<file path="config.mk">
export PLATFORM = sky130hd
export DESIGN_NAME = async_fifo_rd_stream
export DESIGN_NICKNAME = d
export VERILOG_FILES = /design/src/rtl/async_fifo_pkg.sv /design/src/rtl/stream_skid_buf2.sv /design/src/rtl/async_fifo_rd_stream.sv
export SDC_FILE = /design/constraint.sdc
export NUM_CORES = 1
export LEC_CHECK = 0
export ABC_AREA = 1
export CAP_MARGIN = 30
export CORE_MARGIN = 5
export CORE_UTILIZATION = 30
export CTS_CLUSTER_DIAMETER = 100
export DETAILED_ROUTE_END_ITERATION = 7
export PLACE_DENSITY_LB_ADDON = 0.05
export SLEW_MARGIN = 20
export SYNTH_ARGS = -nofsm -noshare
export SYNTH_HDL_FRONTEND = slang
export SYNTH_SLANG_ARGS = --single-unit
</file>
<file path="constraint.sdc">
create_clock -name rd_clk -period 3.7 [get_ports rd_clk]
set_clock_uncertainty 0.2 [all_clocks]
set_input_delay 0.555 -clock rd_clk [delete_from_list [all_inputs] [get_ports rd_clk]]
set_output_delay 0.555 -clock rd_clk [all_outputs]
set_load 0.005 [all_outputs]
</file>
<file path="src/rtl/async_fifo_pkg.sv">
// Shared types and constants for the async FIFO read-side stream stage.
package async_fifo_pkg;

  localparam int DEF_DATA_WIDTH = 32;
  localparam int PKT_CNT_W      = 16;

  typedef enum logic [1:0] {
    EMPTY = 2'd0,
    ONE   = 2'd1,
    TWO   = 2'd2
  } occ_state_e;

endpackage

</file>
<file path="src/rtl/stream_skid_buf2.sv">
// Two-entry FIFO-ordered buffer that absorbs the FIFO read latency.
// Head entry always drives valid/head_data; occupancy is exposed for debug.
module stream_skid_buf2
  import async_fifo_pkg::*;
#(
  parameter int DATA_WIDTH = DEF_DATA_WIDTH
) (
  input  logic                  clk,
  input  logic                  rst_n,
  input  logic                  push,
  input  logic [DATA_WIDTH-1:0] data_in,
  input  logic                  pop,
  output logic                  valid,
  output logic [DATA_WIDTH-1:0] head_data,
  output logic [1:0]            occ
);

  occ_state_e            state_q, state_d;
  logic [DATA_WIDTH-1:0] head_q, tail_q;

  always_ff @(posedge clk) begin
    if (!rst_n) state_q <= EMPTY;
    else        state_q <= state_d;
  end

  always_comb begin
    state_d = state_q;
    case ({push, pop})
      2'b10: begin
        case (state_q)
          EMPTY:   state_d = ONE;
          ONE:     state_d = TWO;
          default: state_d = state_q;
        endcase
      end
      2'b01: begin
        case (state_q)
          TWO:     state_d = ONE;
          ONE:     state_d = EMPTY;
          default: state_d = state_q;
        endcase
      end
      default: state_d = state_q;
    endcase
  end

  // Head is the oldest word; a pop in TWO promotes the tail into the head.
  always_ff @(posedge clk) begin
    if (!rst_n) begin
      head_q <= '0;
      tail_q <= '0;
    end else begin
      case (state_q)
        EMPTY: begin
          if (push) head_q <= data_in;
        end
        ONE: begin
          if (push && pop) head_q <= data_in;
          else if (push)   tail_q <= data_in;
        end
        TWO: begin
          if (pop) begin
            head_q <= tail_q;
            if (push) tail_q <= data_in;
          end
        end
        default: begin
          head_q <= head_q;
        end
      endcase
    end
  end

  assign valid     = (state_q != EMPTY);
  assign head_data = head_q;
  assign occ       = state_q;

endmodule

</file>
<file path="src/rtl/async_fifo_rd_stream.sv">
// Read-domain consumer: issues FIFO reads, buffers the returned words and
// presents a valid/ready stream framed into PKT_LEN-beat packets.
module async_fifo_rd_stream
  import async_fifo_pkg::*;
#(
  parameter int DATA_WIDTH = DEF_DATA_WIDTH,
  parameter int PKT_LEN    = 16
) (
  input  logic                  rd_clk,
  input  logic                  rd_rst_n,
  input  logic                  empty,
  input  logic [DATA_WIDTH-1:0] rd_data,
  output logic                  rd_en,
  output logic                  m_valid,
  input  logic                  m_ready,
  output logic [DATA_WIDTH-1:0] m_data,
  output logic                  m_last,
  output logic [PKT_CNT_W-1:0]  pkt_cnt,
  output logic [1:0]            dbg_occ
);

  // Stream handshake: a beat transfers when m_valid && m_ready at a rising
  // edge; m_valid never drops and m_data/m_last stay put until that happens.

  localparam logic [15:0] LAST_BEAT = 16'(PKT_LEN - 1);

  logic                 inflight_q;
  logic [15:0]          beat_q;
  logic [PKT_CNT_W-1:0] pkt_cnt_q;
  logic                 buf_valid;
  logic                 pop;
  logic [1:0]           occ;
  logic [2:0]           level;

  stream_skid_buf2 #(
    .DATA_WIDTH (DATA_WIDTH)
  ) u_buf (
    .clk       (rd_clk),
    .rst_n     (rd_rst_n),
    .push      (inflight_q),
    .data_in   (rd_data),
    .pop       (pop),
    .valid     (buf_valid),
    .head_data (m_data),
    .occ       (occ)
  );

  assign pop   = buf_valid && m_ready;
  // Words held or on their way after this edge; never exceeds the 2 slots.
  // A pop implies occ >= 1, so the subtraction cannot underflow.
  assign level = {1'b0, occ} + {2'b00, inflight_q} - {2'b00, pop};
  // Gated by reset so no read is requested while the FIFO pointer is held.
  assign rd_en = rd_rst_n && !empty && (level < 3'd2);

  assign m_valid = buf_valid;
  assign m_last  = buf_valid && (beat_q == LAST_BEAT);
  assign pkt_cnt = pkt_cnt_q;
  assign dbg_occ = occ;

  always_ff @(posedge rd_clk) begin
    if (!rd_rst_n) begin
      inflight_q <= 1'b0;
      beat_q     <= '0;
      pkt_cnt_q  <= '0;
    end else begin
      inflight_q <= rd_en;
      if (pop) begin
        if (m_last) begin
          beat_q    <= '0;
          pkt_cnt_q <= pkt_cnt_q + 16'd1;
        end else begin
          beat_q <= beat_q + 16'd1;
        end
      end
    end
  end

endmodule

</file>
==> results of run 1 <==
final cells by class:
cell class	instances	area share, %
inverter	39	2.38
tap	216	4.39
timing repair buffer	99	15.8
clock inverter	4	0.813
clock buffer	12	4.00
multi-input combinational	527	40.4
sequential	99	32.2
per-stage QoR:
stage | area (um^2) | total power [mW] | setup WS (ns) | std cells | hold slack (ns)
4_1_cts | 6150 | 2.96 | 0.167 | 996 | 0.266
6_report | 6160 | 2.91 | 0.248 | 996 | 0.262
2_1_floorplan | 4790 | 1.63 | 0.818 | 705 | 0.254
3_3_place_gp | 5860 | 1.98 | 0.216 | 980 | 0.251
5_1_grt | 6160 | 3.08 | 0.0377 | 996 | 0.283
3_5_place_dp | 5860 | 1.98 | 0.246 | 980 | 0.255
worst max-delay path by stage:
stage	slack (ns)	startpoint	to
2_1_floorplan	0.82	u_buf.occ[1]	rd_en
3_3_place_gp	0.22	m_ready	rd_en
3_5_place_dp	0.25	m_ready	rd_en
4_1_cts	0.17	u_buf.occ[0]	rd_en
5_1_grt	0.04	u_buf.occ[0]	rd_en
6_report	0.25	u_buf.occ[0]	rd_en
kinds of logic after synthesis:
group / Yosys count / share of synthesized area (%)
buffers and inverters: 79 / 6.98
adders and majority gates: 7 / 1.99
xor gates and xnor gates: 10 / 1.83
AOI/OAI and AO/OA: 123 / 15.8
DFF: 99 / 41.4
and+or+nand+nor: 387 / 32.0
what timing repair did:
| item | CTS | global route |
|---|---|---|
| setup endpoints to repair | 0 | 1 |
| endpoints found under the hold margin | 0 | 0 |
| gates resized for setup | 0 | 1 |
| buffers inserted | 0 | 0 |
synthesized netlist by cell type (all sizes together):
cell type    n  area, um^2
a21oi       43         215
o21ai       45         240
inv         39         146
dfxtp       99        1980
fa           1        20.0
nand3       19        95.1
nor2       147         554
xor2        10        87.6
nand4        6        37.5
clkbuf      13        48.8
nand2      199         752
nor3        12        60.1
o21bai       1        7.51
o211ai       1        7.51
buf         27         139
a31oi        1        6.26
ha           6        75.1
o2111ai     32         280
nand3b       4        33.8
state kept, by name (all words and copies together) (netlist names):
name	count
inflight_q	1
u_buf.head_data	32
pkt_cnt	16
beat_q	16
u_buf.tail_q	32
u_buf.occ	2
per-layer routing:
layer	up-vias	wire length (um)
met4	0	113
li1	2440	-
met2	97	6800
met5	-	0
met3	7	726
met1	2199	7030
power groups by stage:
| stage | Clock [mW] | Combinational [mW] | Sequential [mW] |
|---|---|---|---|
| 2_1_floorplan | 0 | 0.389 | 1.25 |
| 3_3_place_gp | 0 | 0.728 | 1.25 |
| 3_5_place_dp | 0 | 0.732 | 1.25 |
| 4_1_cts | 1.00 | 0.734 | 1.22 |
| 5_1_grt | 1.04 | 0.805 | 1.23 |
| 6_report | 0.964 | 0.724 | 1.22 |
worst reg2reg max path, stage by stage, from the launching register on:
cell	delay (ns)
dfxtp_2	0.37
inv_1	0.09
ha_1	0.23
buf_4	0.17
nor2_4	0.11
buf_4	0.43
nor2_1	0.10
nand3b_2	0.50
buf_12	0.32
nand2_1	0.07
a21oi_1	0.06
==> flow_summary.toml, run 1 <==
[status]
outcome = "finished clean"

[clocking]
clock_sinks = 99
clkTransAtPathRegs_ns = 0.07
cts_tree = "done"
cts_buffers = 9
clk_path_buf_depth = 2
clock_latency_ns = 0.35
postCtsHoldBufs = 0
htreeDepth = 3
cts_root_buffer = "clkbuf_16"

[critical_path]
critPathMaxFanout = 6
rr_startpoint = "u_buf.occ[0]"
required_ns = 2.94
cp.depth = 10
crit_buf_inv = 3
crit_family = "buffers and inverters"
slowest_delay_ns = 0.53
r2r_end = "u_buf.head_data[26]"
cp-start-kind = "flop"
r2r_cells = 10
crit_type = "reg -> out"
worst_path_max_delay_cell = "clkdlybuf4s50_1"
endpoint_kind = "output port"
crit_chain = "inv_1, ha_1, buf_4, nor2_4, nor2_1, o21ai_0, fa_1, nand2_1, nor3_1, clkdlybuf4s50_1"
critPathArrivalTime_ns = 2.70
regToRegSetupSlack_ns = 0.89

[final_layout]
drive_gt1_share_pct = 5.00
fill_cells = 1706
antenna_cells = 0
layout_common_cells = "nand2_1 (197), nor2_1 (146), dfxtp_1 (98)"
syn2layout_area_growth_pct = 28.6
mostFrequentLayoutCell = "nand2_1"
multi_input_area_mm2 = 0.00249
fin_util_pct = 39.0
nNetsFinal = 818
regArea_mm2 = 0.00198

[placement]
globalplace.congestion = 0.795
portBuffers = 88
hpwl_mm = 9.44

[grt]
grt_max_degree = 50
met1_usage_pct = 21.0
grt_pass1_wl_mm = 23.8
track_usage_pct = 16.3
globalRouteMet2Util_pct = 27.4
grt-ovfl-total = 0
grtUsageMet3_pct = 4.48
gr-max-usage-layer = "met2"
grt_pass1_vias = 4549
antenna_found_initial = 0

[drt]
vias_per_cell = 4.76
drc = 0
wl_per_cell_um = 14.7
wl_mm = 14.7
dr.pass1.iters = 4
vias = 4743
initialDrtViolationCount = 221
ant_nets = 0

[worst_hold_path]
hp-class = "reg -> reg"
hold_depth = 2
min_to = "u_buf.head_data[10]"
hp-start = "u_buf.head_data[10]"

[yosys]
ys_ff_latch = 99
synth_fp_nets = 748
syn_inst = 705
syn_avg_cell_area_um2 = 6.79
synthDistinctLibCells = 27
yosys_warnings = 0
seq_area_frac_synth_pct = 41.4
synthesis.area_mm2 = 0.00479

[sta]
tightest_slew_ns = 0.875
drv_slew = 0
finalCriticalPeriod_ns = 3.45
rsz0062_at_grt = "no"
finalSetupTns_ns = 0
relSlewSlack_pct = 41.7
max_freq_mhz = 290
hold_violations = 0
finalCritPeriodShare_pct = 93.3
setup_viol = 0

[power]
ir_drop_mv = 0.224
power_frac_seq_pct = 42.0
p_comb_share_pct = 24.9
leakagePower_nw = 2.32
p_sw_share_pct = 30.2
power.switching_mw = 0.879
pwr-share-clk_pct = 33.1
power.internal_mw = 2.03
p_per_area_mw_per_mm2 = 473

[die]
num_rows = 46
ios = 89
start_util_pct = 30.4
die_h_um = 136
die_w_um = 136
dieArea_mm2 = 0.0186
core_area_mm2 = 0.0158

[flow_run]
drv_cap = 0
Note: power is estimated with default switching activity, not from simulation.
==> run 2: changes to the inputs <==
==> constraint.sdc (replaced) <==
create_clock -name rd_clk -period 3.7 [get_ports rd_clk]
set_clock_uncertainty 0.2 [all_clocks]
set_input_delay 0.555 -clock rd_clk [delete_from_list [all_inputs] [get_ports rd_clk]]
set_output_delay 0.555 -clock rd_clk [all_outputs]
set_load 0.1 [all_outputs]
==> run 2 against run 1 <==
  * Die area did not move
  * Final cell count fell by 0.20%
  * Sequential share of layout area rose by 0.082 points
  * Wire length decreased by 3.8%
  * Clock power down 6.3%
  * Critical endpoint unchanged
  * Largest power group is now combinational logic
  * Highest routed layer unchanged
==> flow_summary.toml, run 2 (synthesis gave the netlist of run 1 again) <==
[status]
outcome = "finished clean"

[final_layout]
layout_common_cells = "nand2_1 (197), nor2_1 (146), dfxtp_1 (97)"
mostFrequentLayoutCell = "nand2_1"
antenna_cells = 0
nNetsFinal = 817
design_area_mm2 = 0.00616
fill_cells = 1703
syn2layout_area_growth_pct = 28.6
drive_gt1_share_pct = 5.78

[placement]
globalplace.congestion = 0.772
portBuffers = 88
hpwl_mm = 9.35
place_area_mm2 = 0.00589

[critical_path]
cp-start-kind = "flop"
crit_buf_inv = 4
crit_type = "reg -> out"
critPathMaxFanout = 13
crit_chain = "inv_2, ha_4, inv_12, nand2_2, buf_4, nor2_1, fa_1, nand2_1, nor3_4, buf_12"
worst_path_max_delay_cell = "fa_1"
required_ns = 2.94
crit_family = "adder cells"
slowest_delay_ns = 0.51
critPathArrivalTime_ns = 2.55
endpoint_kind = "output port"

[clocking]
cts_resized = 0
clock_latency_ns = 0.35
post_cts_buffers = 0
clk_path_buf_depth = 2
cts_tree = "done"
postCtsHoldBufs = 0
cts_root_buffer = "clkbuf_16"
cts_buffers = 9
clkTransAtPathRegs_ns = 0.07
htreeDepth = 3
clock_sinks = 99

[grt]
track_usage_pct = 15.5
grt_pass1_wl_mm = 23.3
grt-ovfl-total = 0
grt_pass1_vias = 4685
grt_max_degree = 46
antenna_found_initial = 0

[sta]
tightest_slew_ns = 1.01
finalCriticalPeriod_ns = 3.31
finalCritPeriodShare_pct = 89.3
relSlewSlack_pct = 32.7
max_freq_mhz = 303
rsz0062_at_grt = "no"
drv_slew = 0
hold_violations = 0
setup_viol = 0
finalSetupTns_ns = 0

[drt]
dr.pass1.iters = 4
initialDrtViolationCount = 314
wl_per_cell_um = 14.2
wl_mm = 14.1
ant_nets = 0
vias_per_cell = 4.85
vias = 4822
drc = 0

[worst_hold_path]
hp-class = "reg -> reg"

[die]
start_util_pct = 30.4
die_h_um = 136
core_area_mm2 = 0.0158
die_w_um = 136
ios = 89
dieArea_mm2 = 0.0186
num_rows = 46

[flow_run]
drv_cap = 0

[power]
p_per_area_mw_per_mm2 = 550
leakagePower_nw = 2.32
ir_drop_mv = 0.265
## run 2: cell types whose count changed in the layout (fill, tap and decap cells not counted), sizes merged
cell	previous run	this run
bufinv	1	0
clkinvlp	2	1
clkbuf	12	13
buf	12	14
clkdlybuf4s50	87	84
## run 2: power breakdown
group | internal (mW) | switching, mW | total, mW
sequential | 1.17 | 0.0582 | 1.23
combinational | 0.327 | 0.929 | 1.26
clock | 0.490 | 0.413 | 0.903
total | 1.98 | 1.40 | 3.38
## run 2: metal layers
metal | track usage (%) | share of wire, % | vias up
li1 | - | - | 2431
met1 | 20.8 | 49 | 2282
met2 | 24.9 | 45 | 92
met3 | 2.70 | 3.9 | 17
met4 | 6.05 | 2.0 | 0
met5 | 0 | 0 | -
## run 2: final cells by class
| class | count | area, um^2 | area share, % |
|---|---|---|---|
| Clock buffer | 13 | 260 | 4.23 |
| Clock inverter | 2 | 12.5 | 0.203 |
| Inverter | 39 | 159 | 2.58 |
| Multi-Input combinational cell | 527 | 2510 | 40.8 |
| Sequential cell | 99 | 1990 | 32.3 |
| Tap cell | 216 | 270 | 4.39 |
| Timing Repair Buffer | 98 | 956 | 15.5 |
## run 2: final timing paths
check	endpoint	start	cells after the start	slack, ns
worst min register to register	u_buf.head_data[21]	u_buf.head_data[21]	2	0.26
worst max-delay path	rd_en	u_buf.occ[0]	10	0.39
worst max register to register	u_buf.tail_q[20]	u_buf.occ[1]	10	1.14
worst min-delay path	u_buf.head_data[21]	u_buf.head_data[21]	2	0.26
## run 2: worst min-delay path, stage by stage, from the launching register on
cell and delay (ns):
dfxtp_1 0.31, nand2_1 0.06, a21oi_1 0.05
## run 2: through the flow
step           hold WS (ns)  worst slack (ns)  total power [mW]  util (%)  std cells
6_report              0.264             0.394              3.38      39.1        994
5_1_grt               0.276             0.267              3.54      39.1        994
4_1_cts               0.267             0.366              3.43      39.1        994
3_5_place_dp          0.256             0.498              2.52      37.3        979
3_3_place_gp          0.258             0.502              2.51      37.3        979
2_1_floorplan         0.254            0.0419              2.18         -        705
